`config.mk`:
```
export PLATFORM = sky130hd
export DESIGN_NAME = spi_slave_if
export DESIGN_NICKNAME = d
export VERILOG_FILES = /design/src/rtl/spi_pkg.sv /design/src/rtl/spi_sync.sv /design/src/rtl/spi_slave_if.sv
export SDC_FILE = /design/constraint.sdc
export NUM_CORES = 1
export LEC_CHECK = 0
export ABC_AREA = 1
export CAP_MARGIN = 20
export CORE_MARGIN = 2
export CORE_UTILIZATION = 55
export DETAILED_ROUTE_END_ITERATION = 8
export DONT_BUFFER_PORTS = 1
export PLACE_DENSITY = 0.73
export SETUP_SLACK_MARGIN = 0.02
export SYNTH_ARGS = -nofsm -noshare
export SYNTH_HDL_FRONTEND = slang
export SYNTH_SLANG_ARGS = --single-unit
```
`constraint.sdc`:
```
create_clock -name CLKX4 -period 1.18 [get_ports CLKX4]
set_input_delay 0.236 -clock CLKX4 [delete_from_list [all_inputs] [get_ports CLKX4]]
set_output_delay 0.236 -clock CLKX4 [all_outputs]
set_load 0.01 [all_outputs]
```
`src/rtl/spi_pkg.sv`:
```
// Shared constants for the SPI responder: bus mode, default fill byte and bit counter width.
package spi_pkg;
   localparam logic CPOL = 1'b0;
   localparam logic CPHA = 1'b0;
   localparam logic [7:0] DEFAULT_FILL_BYTE = 8'hFF;
   localparam int BIT_CNT_W = 3;

   typedef logic [BIT_CNT_W-1:0] bit_cnt_t;
endpackage

```
`src/rtl/spi_sync.sv`:
```
// Multi-stage synchronizer with a trailing flop for single-cycle edge detection.
module spi_sync #(
   parameter int   SYNC_STAGES = 2,
   parameter logic RESET_VAL   = 1'b0
) (
   input  logic CLKX4,
   input  logic nRESET,
   input  logic d_i,
   output logic level_o,
   output logic rise_o,
   output logic fall_o
);
   logic [SYNC_STAGES-1:0] sync_q;
   logic                   prev_q;

   always_ff @(posedge CLKX4 or negedge nRESET) begin
      if (!nRESET) begin
         sync_q <= {SYNC_STAGES{RESET_VAL}};
         prev_q <= RESET_VAL;
      end else begin
         sync_q[0] <= d_i;
         for (int i = 1; i < SYNC_STAGES; i++) begin
            sync_q[i] <= sync_q[i-1];
         end
         prev_q <= sync_q[SYNC_STAGES-1];
      end
   end

   assign level_o = sync_q[SYNC_STAGES-1];
   assign rise_o  = sync_q[SYNC_STAGES-1] & ~prev_q;
   assign fall_o  = ~sync_q[SYNC_STAGES-1] & prev_q;
endmodule

```
`src/rtl/spi_slave_if.sv`:
```
// SPI mode 0 responder oversampled in the CLKX4 domain, with a one-byte rx register and tx holding buffer.
// state     | meaning
// ST_IDLE   | nCS_s high; SCLK ignored, bit counter parked at 0, MISO released
// ST_ACTIVE | selected; sample on SCLK rise, shift/reload on SCLK fall
module spi_slave_if
   import spi_pkg::*;
#(
   parameter logic [7:0] FILL_BYTE   = DEFAULT_FILL_BYTE,
   parameter int         SYNC_STAGES = 2
) (
   input  logic       CLKX4,
   input  logic       nRESET,
   input  logic       SCLK,
   input  logic       MOSI,
   input  logic       nCS,
   output logic       MISO,
   output logic       MISO_oe,
   input  logic [7:0] tx_data,
   input  logic       tx_wr,
   output logic       tx_ready,
   output logic       tx_underrun,
   output logic [7:0] rx_data,
   output logic       rx_valid,
   input  logic       rx_ack,
   output logic       rx_overrun,
   output logic       busy
);
   localparam logic ST_IDLE   = 1'b0;
   localparam logic ST_ACTIVE = 1'b1;

   logic sclk_level_unused, sclk_rise, sclk_fall;
   logic ncs_level_unused, ncs_rise, ncs_fall;
   logic sclk_sample, sclk_shift, mosi_s;
   logic [SYNC_STAGES-1:0] mosi_sync_q;

   logic       state_q, state_d;
   bit_cnt_t   bit_cnt_q, bit_cnt_d;
   logic [6:0] rx_shift_q, rx_shift_d;
   logic [7:0] rx_data_q, rx_data_d;
   logic       rx_valid_q, rx_valid_d;
   logic       rx_overrun_q, rx_overrun_d;
   logic [7:0] tx_shift_q, tx_shift_d;
   logic [7:0] tx_buf_q, tx_buf_d;
   logic       tx_full_q, tx_full_d;
   logic       tx_underrun_q, tx_underrun_d;
   logic       reload;

   spi_sync #(.SYNC_STAGES(SYNC_STAGES), .RESET_VAL(CPOL)) u_sync_sclk (
      .CLKX4(CLKX4), .nRESET(nRESET), .d_i(SCLK),
      .level_o(sclk_level_unused), .rise_o(sclk_rise), .fall_o(sclk_fall)
   );

   spi_sync #(.SYNC_STAGES(SYNC_STAGES), .RESET_VAL(1'b1)) u_sync_ncs (
      .CLKX4(CLKX4), .nRESET(nRESET), .d_i(nCS),
      .level_o(ncs_level_unused), .rise_o(ncs_rise), .fall_o(ncs_fall)
   );

   // MOSI gets the same depth as SCLK so the detected edge lines up with its data bit
   always_ff @(posedge CLKX4 or negedge nRESET) begin
      if (!nRESET) begin
         mosi_sync_q <= '0;
      end else begin
         mosi_sync_q[0] <= MOSI;
         for (int i = 1; i < SYNC_STAGES; i++) begin
            mosi_sync_q[i] <= mosi_sync_q[i-1];
         end
      end
   end
   assign mosi_s = mosi_sync_q[SYNC_STAGES-1];

   assign sclk_sample = (CPOL ^ CPHA) ? sclk_fall : sclk_rise;
   assign sclk_shift  = (CPOL ^ CPHA) ? sclk_rise : sclk_fall;

   always_comb begin
      state_d       = state_q;
      bit_cnt_d     = bit_cnt_q;
      rx_shift_d    = rx_shift_q;
      rx_data_d     = rx_data_q;
      rx_valid_d    = rx_valid_q;
      rx_overrun_d  = rx_overrun_q;
      tx_shift_d    = tx_shift_q;
      tx_buf_d      = tx_buf_q;
      tx_full_d     = tx_full_q;
      tx_underrun_d = 1'b0;
      reload        = 1'b0;

      if (rx_ack && rx_valid_q) begin
         rx_valid_d   = 1'b0;
         rx_overrun_d = 1'b0;
      end

      case (state_q)
         ST_IDLE: begin
            bit_cnt_d = '0;
            if (ncs_fall) begin
               state_d = ST_ACTIVE;
               reload  = 1'b1;
            end
         end
         ST_ACTIVE: begin
            if (ncs_rise) begin
               state_d   = ST_IDLE;
               bit_cnt_d = '0;
            end else begin
               if (sclk_sample) begin
                  rx_shift_d = {rx_shift_q[5:0], mosi_s};
                  bit_cnt_d  = bit_cnt_q + bit_cnt_t'(1);
                  if (bit_cnt_q == '1) begin
                     rx_data_d  = {rx_shift_q, mosi_s};
                     rx_valid_d = 1'b1;
                     if (rx_valid_q && !rx_ack) begin
                        rx_overrun_d = 1'b1;
                     end
                  end
               end
               if (sclk_shift) begin
                  if (bit_cnt_q == '0) begin
                     reload = 1'b1;
                  end else begin
                     tx_shift_d = {tx_shift_q[6:0], 1'b0};
                  end
               end
            end
         end
         default: state_d = ST_IDLE;
      endcase

      if (reload) begin
         tx_shift_d    = tx_full_q ? tx_buf_q : FILL_BYTE;
         tx_underrun_d = ~tx_full_q;
         tx_full_d     = 1'b0;
      end

      // write is qualified on the registered flag, so a coincident reload from an empty buffer still fills
      if (tx_wr && !tx_full_q) begin
         tx_buf_d  = tx_data;
         tx_full_d = 1'b1;
      end
   end

   always_ff @(posedge CLKX4 or negedge nRESET) begin
      if (!nRESET) begin
         state_q       <= ST_IDLE;
         bit_cnt_q     <= '0;
         rx_shift_q    <= '0;
         rx_data_q     <= '0;
         rx_valid_q    <= 1'b0;
         rx_overrun_q  <= 1'b0;
         tx_shift_q    <= FILL_BYTE;
         tx_buf_q      <= '0;
         tx_full_q     <= 1'b0;
         tx_underrun_q <= 1'b0;
      end else begin
         state_q       <= state_d;
         bit_cnt_q     <= bit_cnt_d;
         rx_shift_q    <= rx_shift_d;
         rx_data_q     <= rx_data_d;
         rx_valid_q    <= rx_valid_d;
         rx_overrun_q  <= rx_overrun_d;
         tx_shift_q    <= tx_shift_d;
         tx_buf_q      <= tx_buf_d;
         tx_full_q     <= tx_full_d;
         tx_underrun_q <= tx_underrun_d;
      end
   end

   assign MISO        = tx_shift_q[7];
   assign MISO_oe     = (state_q == ST_ACTIVE);
   assign busy        = (state_q == ST_ACTIVE);
   assign tx_ready    = ~tx_full_q;
   assign tx_underrun = tx_underrun_q;
   assign rx_data     = rx_data_q;
   assign rx_valid    = rx_valid_q;
   assign rx_overrun  = rx_overrun_q;
endmodule
```
== Word level (Yosys, flattened, before mapping) ==
Index checks and enable logic that the tools add are counted.

* Register bits after elaboration: 47
* Bits in latches: 0
* Memory bits (writable): 0
* Memory bits (read-only): 0
* Memories kept: 0

* Add/subtract/negate cells: 1
* Multiply operators: 0
* Div/mod/pow operators: 0
* $lt $le $gt $ge: 0
* Eq/ne operators: 4
* Shift operators: 0
* Mux-type cells: 30
* Bitwise gates (word level): 11
* Reductions and logical operators: 12

{| class="wikitable"
|+ Operators with widths
! kind !! number
|-
| 8-bit two-way mux || 6
|-
| 1-bit two-way mux || 19
|-
| 4-bit AND reduction || 2
|-
| 1-bit NOT || 7
|-
| 3-bit two-way mux || 2
|-
| 3-bit one-hot mux with 2 select lines || 1
|-
| 2-bit nonzero test || 3
|-
| 1-bit bitwise AND || 4
|-
| 1-bit one-hot mux with 2 select lines || 2
|-
| 3-bit by 1-bit adder with 3-bit output (second input constant) || 1
|-
| 3-bit equality test (second input constant) || 1
|-
| 1-bit logical AND || 3
|-
| 3-bit zero test || 1
|-
| 3-bit inequality test (second input constant) || 1
|-
| 3-bit AND reduction || 1
|-
| 1-bit zero test || 2
|-
| 2-bit by 1-bit inequality test with 1-bit output (second input constant) || 1
|-
| 2-bit inequality test (second input constant) || 1
|}

== Logic depth before layout (Yosys ltp) ==
Gate-level depths: netlist of run 1.

* Depth in word-level cells: 7
* Depth in mapped cells: 10
* Depth with buffers taken out: 10

== By module ==
From an unflattened synthesis of run 1, not the netlist that was laid out.

* Cells, all modules: 200
* Area total of the unflattened synthesis: 1998.2 µm²

{| class="wikitable"
|+ Modules (own cells, without submodules)
! module !! instances !! cells each !! area each (µm²) !! sequential area each (µm²)
|-
| spi_slave_if || 1 || 186 || 1814.2 || 1036.0
|-
| spi_sync at u_sync_ncs || 1 || 7 || 93.8 || 78.8
|-
| spi_sync at u_sync_sclk || 1 || 7 || 90.1 || 75.1
|}

== Least setup slack after synthesis of run 1 ==
No wires, ideal clock.

* Kind: reg-to-reg
* Start point: register u_sync_ncs.prev_q
* End point: register rx_shift_q[5]
* Library setup time: 0.124 ns
* Data arrival time: 1.119 ns
* Slack: -0.063 ns
* Cell stages (with the launch flop): 8
* Path through: dfstp_2 inv_1 nand2_2 nand2_4 inv_2 nand2_2 nor2_1 a21oi_1

* Longest elaborated chain between the ends: 4

{| class="wikitable"
|+ Ends and longest elaborated chain
! element !! RTL line !! RTL
|-
| from (decl) || spi_sync.sv:14 || <nowiki>logic prev_q;</nowiki>
|-
| from (signal assigned) || spi_sync.sv:25 || <nowiki>prev_q <= sync_q[SYNC_STAGES-1];</nowiki>
|-
| 1-bit NOT || spi_sync.sv:30 || <nowiki>assign rise_o = sync_q[SYNC_STAGES-1] & ~prev_q;</nowiki>
|-
| 1-bit bitwise AND || spi_sync.sv:30 ||
|-
| 1-bit NOT (no source line) || -- ||
|-
| 3-bit AND reduction (no source line) || -- ||
|-
| to (signal assigned) || spi_slave_if.sv:156 || <nowiki>rx_shift_q <= rx_shift_d;</nowiki>
|-
| to (decl) || spi_slave_if.sv:38 || <nowiki>logic [6:0] rx_shift_q, rx_shift_d;</nowiki>
|}

Every way passes these cells.
A chain may end at the register's enable or synchronous reset.

== Final worst setup path of run 1 ==
* Start point: register u_sync_ncs.prev_q
* End point: register bit_cnt_q[1]

* Longest elaborated chain between the ends: 4

{| class="wikitable"
|+ Ends and longest elaborated chain
! element !! RTL line !! RTL
|-
| 1-bit NOT (*) || spi_sync.sv:30 ||
|-
| 1-bit bitwise AND (*) || spi_sync.sv:30 ||
|-
| 3-bit two-way mux || spi_slave_if.sv:101 || <nowiki>if (ncs_rise) begin</nowiki>
|-
| 3-bit one-hot mux with 2 select lines || spi_slave_if.sv:92 || <nowiki>case (state_q)</nowiki>
|-
| to (signal assigned) || spi_slave_if.sv:155 || <nowiki>bit_cnt_q <= bit_cnt_d;</nowiki>
|-
| to (decl) || spi_slave_if.sv:37 || <nowiki>bit_cnt_t bit_cnt_q, bit_cnt_d;</nowiki>
|}

Mark *: on every way between the ends. The rest lies on a longest branch, timed or not.

==> results by group, run 1 <==
Min path
  • Hold crit path type: primary input to asynchronous set/reset pin

Critical path
  • CP top delay family: flip-flops
  • Max stage delay cell, worst path: dfstp_2
  • Worst r2r src: u_sync_ncs.prev_q
  • Buffers and inverters on the worst path: 2
  • Crit start category: flip-flop
  • CP max FO: 5
  • Worst EP required: 1470 ps
  • WP data arrival: 1590 ps
  • CP Capture Type: flip-flop
  • Cell repeated most along the worst path: nand2_1
  • Reg2Reg Depth: 7
  • Slowest Stage Delay on Critical Path: 580 ps
  • Crit-path cells: inv_2 -> nand2_4 -> nand2_8 -> buf_6 -> nor2_4 -> nand2_1 -> nand2_1
  • Capturing point of the worst reg2reg path: bit_cnt_q[1]
  • Reg2Reg Setup Slack: -120 ps
  • Crit Path Category: flip-flop to flip-flop

Synthesis
  • Mean Syn Cell Area: 10.1 sq um
  • Warnings, synthesis: 0
  • Synthesized area: 0.00200 sq mm
  • Register bit total from synthesis: 47
  • Sequential share of the synthesized area: 0.595
  • Synth cell types: 24
  • Syn nets: 216
  • Post-Synthesis Cells: 198

CTS
  • TritonCTS Buffers: 5
  • H-tree level count: 2
  • Clock buffer depth: 2
  • Worst-Skew Late Latency: 360 ps
  • Clock Root Buffer: clkbuf_4
  • CTS tree: yes
  • Clk slew on worst S/H paths: 130 ps
  • CTS sink cnt: 47

Route
  • Via Count: 1495
  • Drt pass-1 iters: 4
  • DRT Wirelength: 4210 um
  • Vias/cell: 5.36
  • DRC: 0
  • WL/cell: 15.1 um
  • Routed Antenna Nets: 0
  • Initial drt markers: 67

STA
  • Unrepaired setup endpoints after global routing: yes
  • Setup violators final: 33
  • Pins over their slew limit: 0
  • Fmax: 770 MHz
  • Fin worst setup slack: -118 ps
  • Skew final: 16.7 ps
  • Minimum clock period: 1300 ps
  • Final worst-path cycle share: 1.10
  • Slew @ Worst Pin: 236 ps
  • Slew margin rel.: 0.842
  • Worst hold slack: -454 ps
  • Hold Violations, Final: 47

Floorplanning
  • Number of I/O pins: 30
  • Chip width: 64.3 um
  • Total Die Area: 0.00413 sq mm
  • FP Rows: 21
  • Starting density of the core: 0.585
  • Die Y: 64.3 um
  • Core footprint: 0.00342 sq mm

Pwr
  • Sw Pwr: 1520 uW
  • Switching share of total power: 0.317
  • LEAKAGE: 0.00127 uW
  • Clock Power Share: 0.206
  • Internal: 3270 uW
  • Pwr Total: 4790 uW
  • Power per cell area: 1810 mW/mm^2
  • Fraction of power consumed by combinational cells: 0.284
  • Sequential power share: 0.510
  • Maximum vdd drop: 1300 uV

Outcome
  • Status: finished, violations left
  • Failing checks: hold timing, setup timing

Final layout
  • Most frequent cells in the layout: nand2_1, dfrtp_1, nand3_1, inv_1, dfstp_2
  • # fillers: 209
  • Commonest non-fill, non-tap cell in the layout: nand2_1
  • Area grow syn2layout: 32.1%
  • Nets: 250
  • Share of layout cells above drive strength 1: 0.446
  • Ant. Diodes: 0
  • Final non-filler cell total: 279

GRT
  • Grt ovf: 0
  • Largest net degree at the start of global routing: 48
  • Gr usage total: 0.206
  • Initial antenna violation count: 0
  • First-pass GRT wire length: 6460 um
  • Vias in the first global route: 1433

Place
  • Final GP Congestion: 0.767
  • IO buf count: 0
  • HPWL after DPL: 2450 um
  • Dpl cells: 251

Run
  • Max-cap violations: 0
## final cells by class
cell class	instances	area, sq um	area share
Clock buffer	6	51.3	0.0194
Clock inverter	2	35.0	0.0133
Inverter	20	92.6	0.0351
Multi-Input combinational cell	130	936	0.355
Sequential cell	47	1190	0.451
Tap cell	46	57.6	0.0218
Timing Repair Buffer	28	278	0.105
## flip-flops by register name, summed over array words and instances (netlist names), 2 cells and up, named ones only
signal,cells
u_sync_ncs.sync_q,2
mosi_sync_q,2
u_sync_sclk.sync_q,2
rx_shift_q,7
tx_shift_q,8
rx_data,8
bit_cnt_q,3
tx_buf_q,8
## metal layers
metal	track usage	part of all wire
met1	0.250	0.41
met2	0.345	0.52
met3	0.0511	0.055
met4	0.0957	0.020
met5	0	0
## worst reg2reg max path, cell delays in order, from the launching register on
cell and delay [ps]:
dfstp_2 580, inv_2 50, nand2_4 90, nand2_8 100, buf_6 130, nor2_4 100, nand2_1 90, nand2_1 80
## power by group through the flow
stage                     clock, uW  sequential (uW)  combinational (uW)
after floorplan                   0             2350                 788
after global placement            0             2400                 966
after detailed placement          0             2420                1010
after CTS                      1000             2420                1200
after global routing           1060             2480                1490
final                           987             2440                1360
## cell families (layout without fill, tap and decap cells)
group | after synthesis | after routing | synth area share
compound gates | 17 | 17 | 0.0488
fa+ha+maj | 3 | 3 | 0.0188
buf+inv | 23 | 56 | 0.0513
flops | 47 | 47 | 0.595
mux | 8 | 8 | 0.0451
simple gates | 100 | 102 | 0.240
## worst max-delay path by stage
stage	from	endpoint	slack [ps]	cells after the start
after floorplan	u_sync_sclk.sync_q[1]	flip-flop	0.9	6
after global placement	bit_cnt_q[0]	tx_shift_q[7]	-70	10
after detailed placement	bit_cnt_q[0]	tx_shift_q[3]	-120	10
after CTS	bit_cnt_q[0]	tx_shift_q[7]	-100	10
after global routing	bit_cnt_q[1]	flip-flop	-210	6
final	u_sync_ncs.prev_q	bit_cnt_q[1]	-120	7
## Yosys cell counts (all sizes together)
library cell   n  area share
nand2         63        0.14
dfrtp         36        0.45
nand3         23       0.060
inv           20       0.040
nor2          14       0.038
o21ai         13       0.033
dfstp         11        0.14
mux2           8       0.045
ha             3       0.019
a21oi          2      0.0069
buf            2      0.0094
a22oi          1      0.0063
clkbuf         1      0.0019
o22ai          1      0.0031
## repair_timing
action,in CTS,in global routing
gates cloned,3,0
endpoints found under the setup margin,42,34
setup buffers,5,4
hold buffers,4,4
hold endpoints to repair,52,51
pin swaps,15,5
resized for setup,29,29
## stage by stage
stage	utilization	area [sq um]	setup WS (ps)	TNS, ps	hold WS [ps]
after floorplan	-	2020	0.937	0	-59.6
after global placement	0.628	2150	-71.6	-642	-58.7
after detailed placement	0.628	2150	-125	-1450	-58.7
after CTS	0.717	2450	-104	-2020	-469
after global routing	0.773	2640	-206	-4660	-477
final	0.773	2640	-118	-2120	-454
Note: power is estimated with default switching activity, not from simulation.
==> inputs of run 2 (changes only) <==
--- a/config.mk
+++ b/config.mk
@@ -8,10 +8,10 @@
 export ABC_AREA = 1
 export CAP_MARGIN = 20
 export CORE_MARGIN = 2
-export CORE_UTILIZATION = 55
+export CORE_UTILIZATION = 50
 export DETAILED_ROUTE_END_ITERATION = 8
 export DONT_BUFFER_PORTS = 1
-export PLACE_DENSITY = 0.73
+export PLACE_DENSITY = 0.68
 export SETUP_SLACK_MARGIN = 0.02
 export SYNTH_ARGS = -nofsm -noshare
 export SYNTH_HDL_FRONTEND = slang
==> results by group, run 2 (synthesis gave the netlist of run 1 again) <==
STA
  • Hold Violations, Final: 47
  • Slew @ Worst Pin: 227 ps
  • Skew final: 4.29 ps
  • Setup violators final: 32
  • Fmax: 739 MHz
  • Minimum clock period: 1350 ps
  • Worst hold slack: -379 ps
  • Final worst-path cycle share: 1.15
  • Fin worst setup slack: -172 ps
  • Slew margin rel.: 0.849
  • Pins over their slew limit: 0
  • Unrepaired setup endpoints after global routing: yes

Outcome
  • Failing checks: hold timing, setup timing
  • Status: finished, violations left

Final layout
  • Final non-filler cell total: 273
  • Share of layout cells above drive strength 1: 0.436
  • Utilization after layout: 0.684
  • Most frequent cells in the layout: nand2_1, dfrtp_1, inv_1
  • Ant. Diodes: 0
  • # fillers: 295
  • Commonest non-fill, non-tap cell in the layout: nand2_1
  • Area grow syn2layout: 28.2%
  • Nets: 242

Floorplanning
  • FP Rows: 22
  • Core footprint: 0.00374 sq mm
  • Number of I/O pins: 30
  • Total Die Area: 0.00452 sq mm
  • Chip width: 67.2 um
  • Starting density of the core: 0.534
  • Die Y: 67.2 um

Pwr
  • Sequential power share: 0.526
  • Fraction of power consumed by combinational cells: 0.278
  • Sw Pwr: 1540 uW
  • Clock Power Share: 0.196
  • Power per cell area: 1830 mW/mm^2
  • Internal: 3150 uW
  • Switching share of total power: 0.328
  • Pwr Total: 4690 uW
  • LEAKAGE: 0.00122 uW
  • Maximum vdd drop: 1010 uV

Critical path
  • Crit-path cells: inv_1 -> ha_1 -> inv_1 -> nor2_1 -> nand2_2 -> nand2_4 -> nand2_8 -> nand2_1 -> nand3_1 -> nand2_1
  • Capturing point of the worst reg2reg path: tx_shift_q[3]
  • Reg2Reg Setup Slack: -170 ps
  • CP Capture Type: flip-flop
  • Crit path to: tx_shift_q[3]
  • Worst r2r src: bit_cnt_q[0]
  • Buffers and inverters on the worst path: 2
  • WP data arrival: 1600 ps
  • Critical Path Start: bit_cnt_q[0]
  • Reg2Reg Depth: 10
  • Max stage delay cell, worst path: dfrtp_1
  • CP max FO: 8
  • CP top delay family: simple AND/OR/NAND/NOR gates
  • Slowest Stage Delay on Critical Path: 400 ps
  • Worst EP required: 1430 ps
  • Cell count along the critical path: 10
  • Crit Path Category: flip-flop to flip-flop
  • Crit start category: flip-flop

Route
  • Routed length on met1: 1680 um
  • Routed Antenna Nets: 0
  • Initial drt markers: 60
  • Max layer used: met4
  • Drt pass-1 iters: 5
  • Vias/cell: 5.42
  • Met3 WL post-DR: 231 um
  • Via Count: 1481
  • Metal2 WL: 2150 um
  • DRC: 0
  • WL/cell: 15.3 um
  • DRT Wirelength: 4170 um

CTS
  • Clock buffer depth: 2
  • Number of hold buffers added after cts: 3
  • TritonCTS Buffers: 5
  • CTS sink cnt: 47
  • Worst-Skew Late Latency: 300 ps
  • H-tree level count: 2
  • Clock Root Buffer: clkbuf_8
  • Clk slew on worst S/H paths: 80 ps
  • CTS tree: yes

GRT
  • Largest net degree at the start of global routing: 48
  • Gr usage total: 0.200
  • Initial antenna violation count: 0
  • Vias in the first global route: 1478
  • Grt ovf: 0
  • First-pass GRT wire length: 6620 um

Place
  • Pre-CTS setup slack: -108 ps
  • Dpl cells: 254
  • Final GP Congestion: 0.811
  • HPWL after DPL: 2450 um
  • IO buf count: 0

Min path
  • Hold crit path type: primary input to asynchronous set/reset pin

Run
  • Max-cap violations: 0
==> run 2: changes by cell type in the layout (fill, tap and decap cells not counted), sizes merged <==
cell         change
buf              -4
clkbuf           +1
dlygate4sd3      -5
bufinv           -1
nor2             +1
==> run 2: cell type report <==
| type | count | area (sq um) | area share |
|---|---|---|---|
| repair buffers | 19 | 185 | 0.0723 |
| clock inverters | 1 | 5.00 | 0.00195 |
| inverters | 20 | 92.6 | 0.0362 |
| clock buffers | 7 | 76.3 | 0.0298 |
| well taps | 48 | 60.1 | 0.0234 |
| multi-input cells | 131 | 951 | 0.371 |
| flip-flops and latches | 47 | 1190 | 0.465 |
==> run 2: routing by layer <==
layer | vias to the layer above | GRT usage
met5 | - | 0
li1 | 694 | -
met2 | 46 | 0.329
met4 | 0 | 0.105
met3 | 12 | 0.0467
met1 | 729 | 0.244
==> run 2: power groups by stage <==
stage | combinational (uW) | clock (uW) | sequential (uW)
6_report | 1300 | 921 | 2470
5_1_grt | 1460 | 998 | 2510
2_1_floorplan | 788 | 0 | 2350
3_5_place_dp | 978 | 0 | 2430
4_1_cts | 1150 | 937 | 2440
3_3_place_gp | 943 | 0 | 2410
==> run 2: through the flow <==
stage          setup TNS, ps  area (sq um)
6_report               -3230          2560
5_1_grt                -5560          2560
4_1_cts                -2170          2420
3_5_place_dp           -1790          2140
3_3_place_gp            -753          2140
2_1_floorplan              0          2020
==> run 2: worst min path at each step <==
stage / start / end
floorplan: nRESET / MISO_oe
global placement: nRESET / rx_data[6]
detailed placement: nRESET / rx_data[6]
CTS: nRESET / rx_data[6]
global route: nRESET / tx_underrun
finish: nRESET / rx_shift_q[6]
==> run 2: what timing repair did <==
action                                  in CTS  in global routing
resized for setup                           32                 27
buffers inserted                             1                  3
endpoints found under the hold margin       50                 47
endpoints found under the setup margin      41                 33
gates cloned                                 4                  0
pin swaps                                   14                 17
==> inputs of run 3 (changes only) <==
--- a/config.mk
+++ b/config.mk
@@ -8,10 +8,9 @@
 export ABC_AREA = 1
 export CAP_MARGIN = 20
 export CORE_MARGIN = 2
-export CORE_UTILIZATION = 50
+export CORE_UTILIZATION = 45
 export DETAILED_ROUTE_END_ITERATION = 8
 export DONT_BUFFER_PORTS = 1
-export PLACE_DENSITY = 0.68
 export SETUP_SLACK_MARGIN = 0.02
 export SYNTH_ARGS = -nofsm -noshare
 export SYNTH_HDL_FRONTEND = slang
==> results by group, run 3 (synthesis gave the netlist of run 1 again) <==
Route
  • Via Count: 1429
  • Routed Antenna Nets: 0
  • DRT Wirelength: 3870 um
  • Vias/cell: 5.16
  • WL/cell: 14.0 um
  • Drt pass-1 iters: 4
  • DRC: 0
  • Initial drt markers: 70

GRT
  • First-pass GRT wire length: 6870 um
  • Gr usage total: 0.173
  • Largest net degree at the start of global routing: 48
  • Initial antenna violation count: 0
  • Vias in the first global route: 1524
  • Grt ovf: 0

Critical path
  • Max stage delay cell, worst path: dfrtp_1
  • CP Capture Type: flip-flop
  • Worst EP required: 1410 ps
  • Crit Path Category: flip-flop to flip-flop
  • Slowest Stage Delay on Critical Path: 410 ps
  • Cell repeated most along the worst path: inv_1
  • Reg2Reg Depth: 9
  • WP data arrival: 1590 ps
  • Crit-path cells: inv_1 -> ha_1 -> inv_1 -> nor2_2 -> nand2_2 -> nand2_4 -> nand2_8 -> buf_4 -> nor2_4
  • CP max FO: 8
  • Crit start category: flip-flop

STA
  • Final setup TNS: -2490 ps
  • Hold Violations, Final: 47
  • Worst hold slack: -380 ps
  • Setup violators final: 30
  • Minimum clock period: 1360 ps
  • Skew final: 5.36 ps
  • Slew margin rel.: 0.819
  • Final worst-path cycle share: 1.15
  • Fmax: 737 MHz
  • Unrepaired setup endpoints after global routing: yes
  • Fin worst setup slack: -177 ps
  • Slew @ Worst Pin: 271 ps
  • Pins over their slew limit: 0

CTS
  • TritonCTS Buffers: 5
  • Clk slew on worst S/H paths: 90 ps
  • Number of hold buffers added after cts: 3
  • Worst-Skew Late Latency: 300 ps
  • Clock Root Buffer: clkbuf_8
  • H-tree level count: 2
  • CTS sink cnt: 47
  • CTS tree: yes
  • Clock buffer depth: 2

Final layout
  • Utilization after layout: 0.611
  • Share of layout cells above drive strength 1: 0.431
  • Commonest non-fill, non-tap cell in the layout: nand2_1
  • Area grow syn2layout: 32.2%
  • Most frequent cells in the layout: nand2_1, dfrtp_1, inv_1, nand3_1, dfstp_2
  • Ant. Diodes: 0
  • Nets: 242

Pwr
  • Clock Power Share: 0.271
  • LEAKAGE: 0.00127 uW
  • Internal: 3550 uW
  • Maximum vdd drop: 895 uV
  • Sw Pwr: 1520 uW
  • Switching share of total power: 0.300
  • Power per cell area: 1920 mW/mm^2
  • Fraction of power consumed by combinational cells: 0.247
  • Sequential power share: 0.483

Min path
  • Hold crit path type: primary input to asynchronous set/reset pin

Place
  • IO buf count: 0
  • Pre-CTS setup slack: -115 ps
  • Final GP Congestion: 0.791
  • HPWL after DPL: 2470 um

Floorplanning
  • Die Y: 70.6 um
  • Starting density of the core: 0.462
  • FP Rows: 24
  • Chip width: 70.6 um
  • Total Die Area: 0.00499 sq mm
  • Core footprint: 0.00432 sq mm
  • Number of I/O pins: 30

Run
  • Max-cap violations: 0

Outcome
  • Failing checks: hold timing, setup timing
  • Status: finished, violations left
-- run 3: cell count changes in the layout (fill, tap and decap cells not counted), moves of 2 or more --
| cell | previous run | this run |
|---|---|---|
| nand2_1 | 45 | 47 |
| nand2_2 | 11 | 7 |
| bufinv_16 | 0 | 2 |
| nand2_4 | 3 | 7 |
| clkbuf_1 | 2 | 0 |
| buf_4 | 8 | 6 |
| nand3_1 | 11 | 13 |
-- run 3: layout make-up --
class	instances	area (sq um)
Fill cell	367	1680
Multi-Input combinational cell	132	965
Timing Repair Buffer	18	194
Inverter	20	92.6
Clock inverter	3	67.6
Tap cell	52	65.1
Sequential cell	47	1190
Clock buffer	5	68.8
-- run 3: metal layers --
| metal | track usage | wire length (um) |
|---|---|---|
| met5 | 0 | 0 |
| met4 | 0.0524 | 43 |
| met1 | 0.229 | 1690 |
| met2 | 0.275 | 1950 |
| met3 | 0.0541 | 189 |
-- run 3: power by group through the flow --
stage / logic, uW / registers [uW] / clock network, uW
after global placement: 952 / 2410 / 0
after detailed placement: 986 / 2430 / 0
after CTS: 1140 / 2430 / 1410
after floorplan: 788 / 2350 / 0
after global routing: 1420 / 2500 / 1470
final: 1250 / 2450 / 1370
-- run 3: timing repair --
action	4_1_cts	5_1_grt
endpoints found under the hold margin	50	47
endpoints found under the setup margin	39	31
resized for setup	34	25
buffers inserted	0	3
gates cloned	5	0
pin swaps	13	10
-- run 3: through the flow --
step / cell area (sq um) / power (uW) / hold slack [ps] / instances
6_report: 2640 / 5070 / -380 / 277
2_1_floorplan: 2020 / 3140 / -59.6 / 198
5_1_grt: 2640 / 5390 / -402 / 277
4_1_cts: 2500 / 4980 / -390 / 274
3_5_place_dp: 2150 / 3410 / -58.4 / 258
3_3_place_gp: 2150 / 3370 / -58.4 / 258
-- run 3: critical path, delay by kind of cell (launching register included) --
kind,cells,cell delay [ps]
simple gates,5,480
buf+inv,3,270
flops,1,410
fa+ha+maj,1,150
-- run 3: worst paths after layout --
kind / start / end / slack (ps)
setup / recovery: bit_cnt_q[0] / tx_underrun / -180
hold / removal: nRESET / rx_data[4] / -380
setup reg to reg: bit_cnt_q[0] / tx_underrun / -180
hold reg to reg: u_sync_sclk.sync_q[0] / u_sync_sclk.sync_q[1] / 360
max in group asynchronous: nRESET / u_sync_ncs.sync_q[0] / 1360
min in group CLKX4: rx_ack / flip-flop / 30
